==> config.mk <==
export PLATFORM = sky130hd
export DESIGN_NAME = ins_loader_flat
export DESIGN_NICKNAME = d
export VERILOG_FILES = /design/src/rtl/ins_loader_pkg.sv /design/src/rtl/ins_loader_if.sv /design/src/rtl/ins_loader.sv /design/src/flat_wrapper.sv
export SDC_FILE = /design/constraint.sdc
export NUM_CORES = 1
export LEC_CHECK = 0
export CAP_MARGIN = 5
export CORE_AREA = 2 2 121 94
export CTS_CLUSTER_DIAMETER = 40
export CTS_CLUSTER_SIZE = 8
export DETAILED_ROUTE_END_ITERATION = 10
export DIE_AREA = 0 0 123 96
export SLEW_MARGIN = 20
export SYNTH_ARGS = -nofsm -noshare
export SYNTH_HDL_FRONTEND = slang
export SYNTH_SLANG_ARGS = --single-unit
==> constraint.sdc <==
create_clock -name CLK -period 1.7 [get_ports CLK]
set_input_delay 0.34 -clock CLK [delete_from_list [all_inputs] [get_ports CLK]]
set_output_delay 0.34 -clock CLK [all_outputs]
set_load 0.01 [all_outputs]
==> src/rtl/ins_loader_pkg.sv <==
// Shared types and widths for the instruction-memory loader.
package ins_loader_pkg;

  localparam int unsigned NIB_W    = 4;
  localparam int unsigned WORD_W   = 32;
  localparam int unsigned WE_CNT_W = 4;
  localparam int unsigned CNT_W    = 4;
  localparam int unsigned DISP_W   = 16;

  typedef enum logic [1:0] {
    S_ENTRY = 2'd0,
    S_WRITE = 2'd1,
    S_ADV   = 2'd2
  } state_e;

endpackage

==> src/rtl/ins_loader_if.sv <==
// Operator controls in, SingleClockMIPS write port and display status out.
interface ins_loader_if #(
  parameter int unsigned ADDR_W = 8
) ();
  import ins_loader_pkg::*;

  logic                LOAD_MODE;
  logic [NIB_W-1:0]    NIB_IN;
  logic                ENTER;
  logic                COMMIT;
  logic                CLEAR;
  logic                DISP_HI;
  logic [WORD_W-1:0]   W_Ins;
  logic                WE;
  logic [ADDR_W-1:0]   W_ADDR;
  logic [CNT_W-1:0]    NIB_CNT;
  logic [DISP_W-1:0]   DISP;
  logic                FULL;
  logic                ERR;

  modport master (
    output LOAD_MODE, NIB_IN, ENTER, COMMIT, CLEAR, DISP_HI,
    input  W_Ins, WE, W_ADDR, NIB_CNT, DISP, FULL, ERR
  );

  modport slave (
    input  LOAD_MODE, NIB_IN, ENTER, COMMIT, CLEAR, DISP_HI,
    output W_Ins, WE, W_ADDR, NIB_CNT, DISP, FULL, ERR
  );
endinterface

==> src/rtl/ins_loader.sv <==
// Manual instruction-memory writer: nibble entry, commit, sequential word addresses.
// Optional macro INS_LOADER_AUTOCOMMIT_EN: the ENTER filling the last nibble starts the write.
module ins_loader
  import ins_loader_pkg::*;
#(
  parameter int unsigned NIBBLES   = 8,
  parameter int unsigned ADDR_W    = 8,
  parameter int unsigned WE_CYCLES = 1
) (
  input  logic         CLK,
  input  logic         RST,
  ins_loader_if.slave  bus
);

  state_e              state_q, state_d;
  logic [WORD_W-1:0]   word_q, word_d;
  logic [CNT_W-1:0]    nib_cnt_q, nib_cnt_d;
  logic [ADDR_W-1:0]   addr_q, addr_d;
  logic [WE_CNT_W-1:0] we_cnt_q, we_cnt_d;
  logic                full_q;
  logic                we_q;
  logic [WORD_W-1:0]   w_ins_q;
  logic                err_q, err_d;

  // Next-state, assembly register and address counter
  always_comb begin
    state_d   = state_q;
    word_d    = word_q;
    nib_cnt_d = nib_cnt_q;
    addr_d    = addr_q;
    we_cnt_d  = we_cnt_q;
    err_d     = 1'b0;
    case (state_q)
      S_ENTRY: begin
        if (bus.LOAD_MODE) begin
          if (bus.CLEAR) begin
            word_d    = '0;
            nib_cnt_d = '0;
          end else if (bus.COMMIT) begin
            if (full_q) begin
              state_d  = S_WRITE;
              we_cnt_d = '0;
            end else begin
              err_d = 1'b1;
            end
          end else if (bus.ENTER && !full_q) begin
            word_d    = {word_q[WORD_W-NIB_W-1:0], bus.NIB_IN};
            nib_cnt_d = nib_cnt_q + CNT_W'(1);
`ifdef INS_LOADER_AUTOCOMMIT_EN
            if (nib_cnt_q == CNT_W'(NIBBLES - 1)) begin
              state_d  = S_WRITE;
              we_cnt_d = '0;
            end
`endif
          end
        end
      end
      S_WRITE: begin
        if (we_cnt_q == WE_CNT_W'(WE_CYCLES - 1)) begin
          state_d = S_ADV;
        end else begin
          we_cnt_d = we_cnt_q + WE_CNT_W'(1);
        end
      end
      S_ADV: begin
        addr_d    = addr_q + ADDR_W'(1);
        word_d    = '0;
        nib_cnt_d = '0;
        state_d   = S_ENTRY;
      end
      default: state_d = S_ENTRY;
    endcase
  end

  // W_Ins is forced to zero outside WRITE so memory never sees stale data
  always_ff @(posedge CLK or negedge RST) begin
    if (!RST) begin
      state_q   <= S_ENTRY;
      word_q    <= '0;
      nib_cnt_q <= '0;
      addr_q    <= '0;
      we_cnt_q  <= '0;
      full_q    <= 1'b0;
      we_q      <= 1'b0;
      w_ins_q   <= '0;
      err_q     <= 1'b0;
    end else begin
      state_q   <= state_d;
      word_q    <= word_d;
      nib_cnt_q <= nib_cnt_d;
      addr_q    <= addr_d;
      we_cnt_q  <= we_cnt_d;
      full_q    <= (nib_cnt_d == CNT_W'(NIBBLES));
      we_q      <= (state_d == S_WRITE);
      w_ins_q   <= (state_d == S_WRITE) ? word_d : '0;
      err_q     <= err_d;
    end
  end

  assign bus.W_Ins   = w_ins_q;
  assign bus.WE      = we_q;
  assign bus.W_ADDR  = addr_q;
  assign bus.NIB_CNT = nib_cnt_q;
  assign bus.FULL    = full_q;
  assign bus.ERR     = err_q;
  assign bus.DISP    = bus.DISP_HI ? word_q[WORD_W-1:DISP_W] : word_q[DISP_W-1:0];

endmodule

==> src/flat_wrapper.sv <==
// flat-port wrapper written by rule: the top's interface ports become plain ports
module ins_loader_flat import ins_loader_pkg::*;
#(
  parameter int unsigned NIBBLES   = 8,
  parameter int unsigned ADDR_W    = 8,
  parameter int unsigned WE_CYCLES = 1
)
  (CLK, RST, bus_LOAD_MODE, bus_NIB_IN, bus_ENTER, bus_COMMIT, bus_CLEAR, bus_DISP_HI, bus_W_Ins, bus_WE, bus_W_ADDR, bus_NIB_CNT, bus_DISP, bus_FULL, bus_ERR);
  ins_loader_if #(.ADDR_W(ADDR_W)) bus_i ();
  input  logic CLK;
  input  logic RST;
  input wire logic [$bits(bus_i.LOAD_MODE)-1:0] bus_LOAD_MODE;
  input wire logic [$bits(bus_i.NIB_IN)-1:0] bus_NIB_IN;
  input wire logic [$bits(bus_i.ENTER)-1:0] bus_ENTER;
  input wire logic [$bits(bus_i.COMMIT)-1:0] bus_COMMIT;
  input wire logic [$bits(bus_i.CLEAR)-1:0] bus_CLEAR;
  input wire logic [$bits(bus_i.DISP_HI)-1:0] bus_DISP_HI;
  output wire logic [$bits(bus_i.W_Ins)-1:0] bus_W_Ins;
  output wire logic [$bits(bus_i.WE)-1:0] bus_WE;
  output wire logic [$bits(bus_i.W_ADDR)-1:0] bus_W_ADDR;
  output wire logic [$bits(bus_i.NIB_CNT)-1:0] bus_NIB_CNT;
  output wire logic [$bits(bus_i.DISP)-1:0] bus_DISP;
  output wire logic [$bits(bus_i.FULL)-1:0] bus_FULL;
  output wire logic [$bits(bus_i.ERR)-1:0] bus_ERR;
  assign bus_i.LOAD_MODE = bus_LOAD_MODE;
  assign bus_i.NIB_IN = bus_NIB_IN;
  assign bus_i.ENTER = bus_ENTER;
  assign bus_i.COMMIT = bus_COMMIT;
  assign bus_i.CLEAR = bus_CLEAR;
  assign bus_i.DISP_HI = bus_DISP_HI;
  assign bus_W_Ins = bus_i.W_Ins;
  assign bus_WE = bus_i.WE;
  assign bus_W_ADDR = bus_i.W_ADDR;
  assign bus_NIB_CNT = bus_i.NIB_CNT;
  assign bus_DISP = bus_i.DISP;
  assign bus_FULL = bus_i.FULL;
  assign bus_ERR = bus_i.ERR;
  ins_loader #(.NIBBLES(NIBBLES), .ADDR_W(ADDR_W), .WE_CYCLES(WE_CYCLES)) u_core (.CLK(CLK), .RST(RST), .bus(bus_i));
endmodule
* Word level (Yosys, flattened, before mapping)
Cells that the tools add are included.
Storage, ports and cells: flip-flop bits (word level) 85, input port bits 11, output and inout port bits 63, logic and storage cells 56
Operators by class: $add $sub $neg 3, equality and inequality tests 9, mux-type cells 29, reductions and logical operators 6
Operators by type and width (count):
- 32-bit two-way mux | 5
- 32-bit case mux with 2 select lines | 1
- 4-bit two-way mux | 9
- 16-bit two-way mux | 1
- 4-bit case mux with 2 select lines | 2
- 2-bit two-way mux | 5
- 4-bit by 1-bit adder with 4-bit output, second input constant | 2
- 8-bit by 1-bit adder with 8-bit output, second input constant | 1
- 2-bit != test, second input constant | 4
- 6-bit AND reduction | 1
- 1-bit two-way mux | 5
- 2-bit by 1-bit equality test with 1-bit output, second input constant | 2
- 4-bit equality test, second input constant | 1
- 4-bit logical NOT | 1
- 2-bit case mux with 2 select lines | 1
- 2-bit equality test, second input constant | 1
- 2-bit logical NOT | 1
- 2-bit by 1-bit != test with 1-bit output, second input constant | 1
- 2-bit nonzero test | 1
- 1-bit logical AND | 1
- 1-bit logical NOT | 1

* Depth between registers and ports, before layout
Gate-level depths: netlist of the first run.
word-level depth 8, mapped depth 7, gate-level depth less buffers 6

* Least setup slack after synthesis of the first run
OpenSTA, ideal clock, no wires.
path type register to register, start point register u_core.we_cnt_q[0], end point register u_core.w_ins_q[18] (netlist: u_core.bus.W_Ins[18]), setup time 0.119 ns, data arrival time 1.643 ns, required time 1.581 ns, setup slack -0.062 ns, stages on the path, launching flop included 8, buffers on the path 1, period minus slack after synthesis 1.762 ns, cell sequence dfrtp_1 > inv_1 > ha_1 > or3b_1 > and2_1 > or2_1 > buf_2 > and2_1
Between the ends: longest elaborated chain between the ends 5
RTL lines:
- start: declaration | RTL line ins_loader.sv:19 | logic [WE_CNT_W-1:0] we_cnt_q, we_cnt_d;
- start signal: assignment | RTL line ins_loader.sv:92 | we_cnt_q <= we_cnt_d;
- 4-bit logical NOT | RTL line ins_loader.sv:59 | if (we_cnt_q == WE_CNT_W'(WE_CYCLES - 1)) begin
- 2-bit two-way mux | RTL line ins_loader.sv:59
- 2-bit case mux with 2 select lines | RTL line ins_loader.sv:33 | case (state_q)
- via u_core.state_d[0] | RTL line ins_loader.sv:15 | state_e state_q, state_d;
- 2-bit by 1-bit equality test with 1-bit output | RTL line ins_loader.sv:95 | w_ins_q <= (state_d == S_WRITE) ? word_d : '0;
- 32-bit two-way mux | RTL line ins_loader.sv:95
- end signal: assignment | RTL line ins_loader.sv:95
- end: declaration | RTL line ins_loader.sv:22 | logic [WORD_W-1:0] w_ins_q;
The timed path passes the listed nets, and every way through them passes these cells. A chain may end at the register's enable or synchronous reset.

* Worst setup path in the final report of the first run
start point register u_core.full_q (netlist: u_core.bus.FULL), end point register u_core.w_ins_q[5] (netlist: u_core.bus.W_Ins[5])
Between the ends: longest elaborated chain between the ends 8, elaborated cells between the ends (all ways) 14, classes of those cells eq/ne (1); mux (11); reduce/logical (2)
RTL lines:
- start: declaration | RTL line ins_loader.sv:20 | logic full_q;
- start signal: assignment | RTL line ins_loader.sv:93 | full_q <= (nib_cnt_d == CNT_W'(NIBBLES));
- 1-bit logical NOT | RTL line ins_loader.sv:46 | end else if (bus.ENTER && !full_q) begin
- 1-bit logical AND | RTL line ins_loader.sv:46
- 32-bit two-way mux | RTL line ins_loader.sv:46
- 32-bit two-way mux | RTL line ins_loader.sv:39 | end else if (bus.COMMIT) begin
- 32-bit two-way mux | RTL line ins_loader.sv:36 | if (bus.CLEAR) begin
- 32-bit two-way mux | RTL line ins_loader.sv:35 | if (bus.LOAD_MODE) begin
- 32-bit case mux with 2 select lines | RTL line ins_loader.sv:33
- 32-bit two-way mux (*) | RTL line ins_loader.sv:95
Every way passes the cells marked *; elsewhere a longest branch is shown, timed or not.

==> results.toml, run 1 <==
[layout]
stdcell_count = 619
final_layout_size_suffix_gt1_frac = 0.307
layout-area-overhead-vs-synth_pct = 51.5
antennaDiodeCount = 0
nets = 489
finish.utilization = 0.561

[sta]
timing_max_transition_violations_final = 0
final.setup.tns_ps = -484
slew-limit-headroom = 0.686
setup-violations-final = 29
period_share = 1.02
max_slew.worst_pin.slew_ps = 471
post-route-min-period_ps = 1740
rsz0062_at_grt = "yes"
max_freq_ghz = 0.575
postLayoutSetupSlackWorst_ps = -40.3
timing.final.hold_violations = 0
clock-skew-final_ps = 7.62

[floorplanning]
ios = 74
floorplan.die.height_um = 96
die_outline_area_sq_um = 11800
number_of_core_rows = 33
die_width_um = 123
area_of_the_placeable_core_sq_um = 10700
initial_utilization = 0.370

[placed_design]
globalplace.congestion = 0.775
pre_cts_slack_ps = -526
dpl.cell_count = 586
io_buffers = 73
sum_of_net_half_perimeters_after_detailed_placement_um = 6770

[logic_synthesis]
synth-edff-count = 0
asyncSetResetFlopFracSynth = 1.00
synth.top_cell.area_share = 0.539
mappedNetlistNets = 368
netlist-cell-type-count = 41
mapped_cells = 353
mappedNetlistArea_sq_um = 3940
ys.warnings.count = 0
most_used_flip_flop_cell_after_synthesis = "dfrtp_1"
netlist.top_cell.by_area = "dfrtp_1"
share_of_the_yosys_chip_area_belonging_to_registers = 0.539
synth.avg_cell_area_sq_um = 11.2
yosys_register_bits = 85
yosys-top-cells-area = "dfrtp_1 (54%), a22o_1 (13%), o22ai_1 (4.3%), a22oi_1 (4.0%), inv_1 (3.0%)"

[setup_path]
critical_path.endpoint_type = "flip-flop"
critical_path_peak_fanout = 7
critical-path-max-stage-delay_ps = 510
r2r_setup_slack_ps = -40
critical_path_class = "reg2reg"
critical_path_required_ps = 1910
timing.critical_path.slowest_stage_cell = "or3b_4"
worst-r2r-cell-count = 5
critical_path.cell_chain = "or3b_4 -> buf_12 -> a22oi_2 -> o22ai_1 -> a22o_1"
cp.arrival_ps = 1950
startpoint_type = "flip-flop"

[status]
run_status = "complete, but fails checks"
failed_checks = "negative setup slack"

[cts]
clock_tree.htree_level_count = 3
worst_skew_pair.late_latency_ps = 340
clk_transition_reported_paths_ps = 60
tritoncts = "built"
numClockSinks = 85
cts_root_buffer = "clkbuf_16"
cts_buffers = 9
post_cts_hold_buffer_count = 0
cts_max_path_buffers = 2

[route]
wl_um = 11700
detail_route.drc_violations = 0
wl_per_cell_um = 18.8
route.detailed.vias_per_inst = 5.51
ant_nets = 0
route.vias.total = 3413
drt_first_iter_violations = 240
detailedRoute.firstPassIterationCount = 4

[global_route]
globalRoute.totalOverflow = 0
grt_pass1_wl_um = 18100
grt_pass1_vias = 3363
number_of_antenna_violations_at_the_first_check_in_global_routing = 0
track_usage = 0.205
grt_max_degree = 86

[power]
worst_ir_drop_on_vdd_mv = 0.468
static-leakage-power_uw = 0.00264
power_per_cell_area_nw_per_um2 = 838

[job]
cap_viol_max_count = 0

[hold_path]
worst_hold_path_type = "in2async"
[critical path, delay by kind of cell, from the launching register on]
kind	cells	cell delay [ps]
AOI/OAI and AO/OA	3	530
DFF	1	390
buffers and inverters	1	180
and+or+nand+nor	1	510
[metal layers]
layer | track usage | up-vias | wire (um)
met5 | 0 | - | 0
met4 | 0.0492 | 0 | 106
met3 | 0.0527 | 10 | 724
met2 | 0.320 | 129 | 5430
met1 | 0.288 | 1719 | 5400
li1 | - | 1555 | -
[final cells by class]
cell class	count	area, sq um
multi-input combinational	208	1750
clock inverter	6	111
fill	910	4680
timing repair buffer	139	1460
sequential	85	2130
tap	140	175
clock buffer	10	229
inverter	31	116
[Yosys cell counts (4+ instances only)]
cell and n:
dfrtp_1 85, a22o_1 60, inv_1 31, o22ai_1 27
a22oi_1 21, nand2_1 18, buf_2 15, o21ai_0 15
clkbuf_1 10, a22oi_2 6, and2_1 6, xnor2_1 6
nand3_1 5, buf_6 4, ha_1 4
[worst paths after layout]
| check | from | to |
|---|---|---|
| worst max-delay path | u_core.bus.FULL$_DFF_PN0_ | u_core.bus.W_Ins[5]$_DFF_PN0_ |
| worst min-delay path | RST | u_core.bus.W_Ins[13]$_DFF_PN0_ |
| worst max register to register | u_core.bus.FULL$_DFF_PN0_ | u_core.bus.W_Ins[5]$_DFF_PN0_ |
| worst min register to register | u_core.bus.W_ADDR[7]$_DFFE_PN0P_ | u_core.bus.W_ADDR[7]$_DFFE_PN0P_ |
| max in group asynchronous | RST | u_core.bus.W_ADDR[1]$_DFFE_PN0P_ |
| min in group CLK | u_core.bus.W_ADDR[7]$_DFFE_PN0P_ | u_core.bus.W_ADDR[7]$_DFFE_PN0P_ |
[placed cells by master, fill, tap and decap left out, types with 9 or more instances in the layout]
cell type and n:
clkdlybuf4s50_1 52, a22oi_2 25, buf_12 9, o22ai_1 14, o22ai_2 13, o21ai_0 13, dfrtp_1 82, a22o_1 60
buf_4 50, dlygate4sd2_1 9, inv_1 29, nand2_1 18, clkbuf_16 9
[sequential cells by signal, summed over array words and instances (netlist names)]
| signal | flops |
|---|---|
| u_core.bus.ERR | 1 |
| u_core.bus.FULL | 1 |
| u_core.bus.NIB_CNT | 4 |
| u_core.bus.WE | 1 |
| u_core.bus.W_ADDR | 8 |
| u_core.bus.W_Ins | 32 |
| u_core.state_q | 2 |
| u_core.we_cnt_q | 4 |
| u_core.word_q | 32 |
[timing repair]
item / in CTS / in global routing
hold endpoints to repair: 0 / 0
gates cloned: 7 / 1
endpoints found under the setup margin: 57 / 72
pin swaps: 42 / 35
gates resized for setup: 54 / 37
setup buffers: 2 / 7
[through the flow]
stage	hold WS, ps	cell area, sq um	total power, uW
after global placement	416	5140	2680
after CTS	55.4	5790	5010
after detailed placement	419	5140	2690
final	15.2	5970	5010
after floorplan	44.4	3950	2410
after global routing	65.2	5970	5190
[report_power, final]
part           internal [uW]  switching [uW]  total (uW)
combinational            309             339         647
sequential              2080            37.8        2120
clock                   1440             805        2240
[cell families (layout without fill, tap and decap cells)]
group,count (synthesis),count (layout),share of synthesized area
simple gates,51,52,0.0727
xor+xnor,9,9,0.0200
compound gates,140,140,0.273
flops,85,85,0.539
fa+ha+maj,4,4,0.0127
buf+inv,61,186,0.0733
mux,3,3,0.00857
(Power assumes the default switching activity.)
==> inputs of run 2 (changes only) <==
--- a/config.mk
+++ b/config.mk
@@ -6,11 +6,13 @@
 export NUM_CORES = 1
 export LEC_CHECK = 0
 export CAP_MARGIN = 5
-export CORE_AREA = 2 2 121 94
+export CORE_AREA = 2 2 114 88
 export CTS_CLUSTER_DIAMETER = 40
 export CTS_CLUSTER_SIZE = 8
 export DETAILED_ROUTE_END_ITERATION = 10
-export DIE_AREA = 0 0 123 96
+export DIE_AREA = 0 0 116 90
+export PLACE_DENSITY = 0.7
+export SETUP_SLACK_MARGIN = 0.5
 export SLEW_MARGIN = 20
 export SYNTH_ARGS = -nofsm -noshare
 export SYNTH_HDL_FRONTEND = slang
==> run 2 against run 1 <==
Effect of this change: the flow still finishes with violations (negative setup slack); core utilization is 13 points higher; critical path depth up 1; register-to-register slack lost 110 ps; worst setup slack worse by 110 ps; routed wire length increased by 25%; non-clock buffer count up 54; clock skew is essentially flat; sequential share of layout area decreased by 2.6 points; clock power hardly changed; via count grew 15%; highest routed layer unchanged.
==> results.toml, run 2 (synthesis gave the netlist of run 1 again) <==
[route]
detailedRoute.firstPassIterationCount = 7
route.detailed.vias_per_inst = 5.89
detail_route.drc_violations = 0
route.vias.total = 3914
drt_first_iter_violations = 428
wl_um = 14600
ant_nets = 0
wl_per_cell_um = 22.0

[setup_path]
cp_num_buf_inv = 2
critical_path_peak_fanout = 7
timing.critical_path.slowest_stage_cell = "or3b_4"
crit_family = "compound AO/OA/AOI/OAI gates"
critical_path_required_ps = 1910
cp.arrival_ps = 2060
critical-path-max-stage-delay_ps = 430
critical_path_class = "reg2reg"
startpoint_type = "flip-flop"
worst-r2r-cell-count = 6
critical_path.cell_chain = "or3b_4 -> buf_12 -> buf_16 -> a22oi_2 -> o22ai_1 -> a22o_1"
worst-path-stages = 6
critical_path.endpoint_type = "flip-flop"

[cts]
worst_skew_pair.late_latency_ps = 340
tritoncts = "built"
clock_tree.htree_level_count = 3
cts_buffers = 9
cts_root_buffer = "clkbuf_16"
cts_max_path_buffers = 2
numClockSinks = 85
clk_transition_reported_paths_ps = 60

[global_route]
grt_max_degree = 35
grt_pass1_vias = 3646
grt_pass1_wl_um = 19900
number_of_antenna_violations_at_the_first_check_in_global_routing = 0
globalRoute.totalOverflow = 0
track_usage = 0.249

[placed_design]
globalplace.congestion = 0.789
io_buffers = 73
sum_of_net_half_perimeters_after_detailed_placement_um = 7200

[layout]
layout.cells.most_common = "buf_4"
finish.utilization = 0.687
layout.cells.most_common_list = "buf_4 (89), dfrtp_1 (81), a22o_1 (59)"
nets = 543
final_layout_size_suffix_gt1_frac = 0.594
layout-area-overhead-vs-synth_pct = 63.5
antennaDiodeCount = 0

[job]
cap_viol_max_count = 0

[floorplanning]
ios = 74
initial_utilization = 0.420
die_outline_area_sq_um = 10400
die_width_um = 116
floorplan.die.height_um = 90
number_of_core_rows = 31
area_of_the_placeable_core_sq_um = 9390

[status]
failed_checks = "negative setup slack"
run_status = "complete, but fails checks"

[power]
power_per_cell_area_nw_per_um2 = 803
worst_ir_drop_on_vdd_mv = 0.602
static-leakage-power_uw = 0.00312

[sta]
slew-limit-headroom = 0.685
max_freq_ghz = 0.540
timing_max_transition_violations_final = 0
post-route-min-period_ps = 1850
setup-violations-final = 44
finalHoldWorstSlack_ps = 475
rsz0062_at_grt = "yes"
timing.final.hold_violations = 0
postLayoutSetupSlackWorst_ps = -151
clock-skew-final_ps = 7.16
period_share = 1.09
max_slew.worst_pin.slew_ps = 473

[hold_path]
worst_hold_path_type = "in2async"
==> run 2: path summary, 6_finish.rpt <==
check                                                 startpoint  slack, ps                          endpoint
worst max-delay path                   u_core.bus.FULL$_DFF_PN0_       -150     u_core.bus.W_Ins[5]$_DFF_PN0_
worst min-delay path                                         RST        480    u_core.bus.W_Ins[16]$_DFF_PN0_
worst max register to register         u_core.bus.FULL$_DFF_PN0_       -150     u_core.bus.W_Ins[5]$_DFF_PN0_
worst min register to register  u_core.bus.W_ADDR[4]$_DFFE_PN0P_        550  u_core.bus.W_ADDR[4]$_DFFE_PN0P_
max in group asynchronous                                    RST        720       u_core.state_q[0]$_DFF_PN0_
min in group CLK                                       bus_CLEAR        530          u_core.bus.ERR$_DFF_PN0_
==> run 2: metrics by stage <==
| step | TNS (ps) | std cells | total power [uW] | setup slack [ps] | area, sq um |
|---|---|---|---|---|---|
| after floorplan | -5.31 | 353 | 2440 | -1.06 | 4110 |
| after global placement | -27500 | 581 | 2710 | -494 | 5290 |
| after detailed placement | -30140 | 581 | 2730 | -513 | 5290 |
| after CTS | -635 | 631 | 5070 | -31.4 | 5900 |
| after global routing | -3260 | 664 | 5320 | -173 | 6450 |
| final | -1690 | 664 | 5170 | -151 | 6450 |
==> run 2: what timing repair did <==
item | in CTS | in global routing
setup buffers | 30 | 29
gates resized for setup | 336 | 63
gates cloned | 4 | 4
pin swaps | 57 | 29
setup endpoints to repair | 143 | 126
hold buffers | 1 | 0
hold endpoints to repair | 23 | 0
==> run 2: where the power goes <==
part	internal [uW]	leakage [uW]	switching, uW
registers	2080	0.00115	47.1
logic	390	0.00180	427
clock network	1420	0.000162	808
total	3890	0.00312	1280
==> run 2: cell type report <==
type                    instances  area (sq um)
clock inverters                 5           100
well taps                     132           165
fillers                       635          2940
repair buffers                193          1660
multi-input cells             208          2050
clock buffers                  10           229
inverters                      31           116
flip-flops and latches         85          2130
==> run 2: per-layer routing <==
layer / part of all wire / track usage / wire length [um] / vias up
met4: 0.036 / 0.0794 / 524 / 0
met5: 0 / 0 / 0 / -
li1: - / - / - / 1670
met2: 0.48 / 0.385 / 6970 / 252
met3: 0.074 / 0.0634 / 1080 / 57
met1: 0.41 / 0.344 / 6030 / 1935
==> inputs of run 3 (changes only) <==
--- a/config.mk
+++ b/config.mk
@@ -5,6 +5,7 @@
 export SDC_FILE = /design/constraint.sdc
 export NUM_CORES = 1
 export LEC_CHECK = 0
+export ABC_AREA = 0
 export CAP_MARGIN = 5
 export CORE_AREA = 2 2 114 88
 export CTS_CLUSTER_DIAMETER = 40
==> results of run 3 <==
Final layout, timing and power as in run 2 (identical DEF).
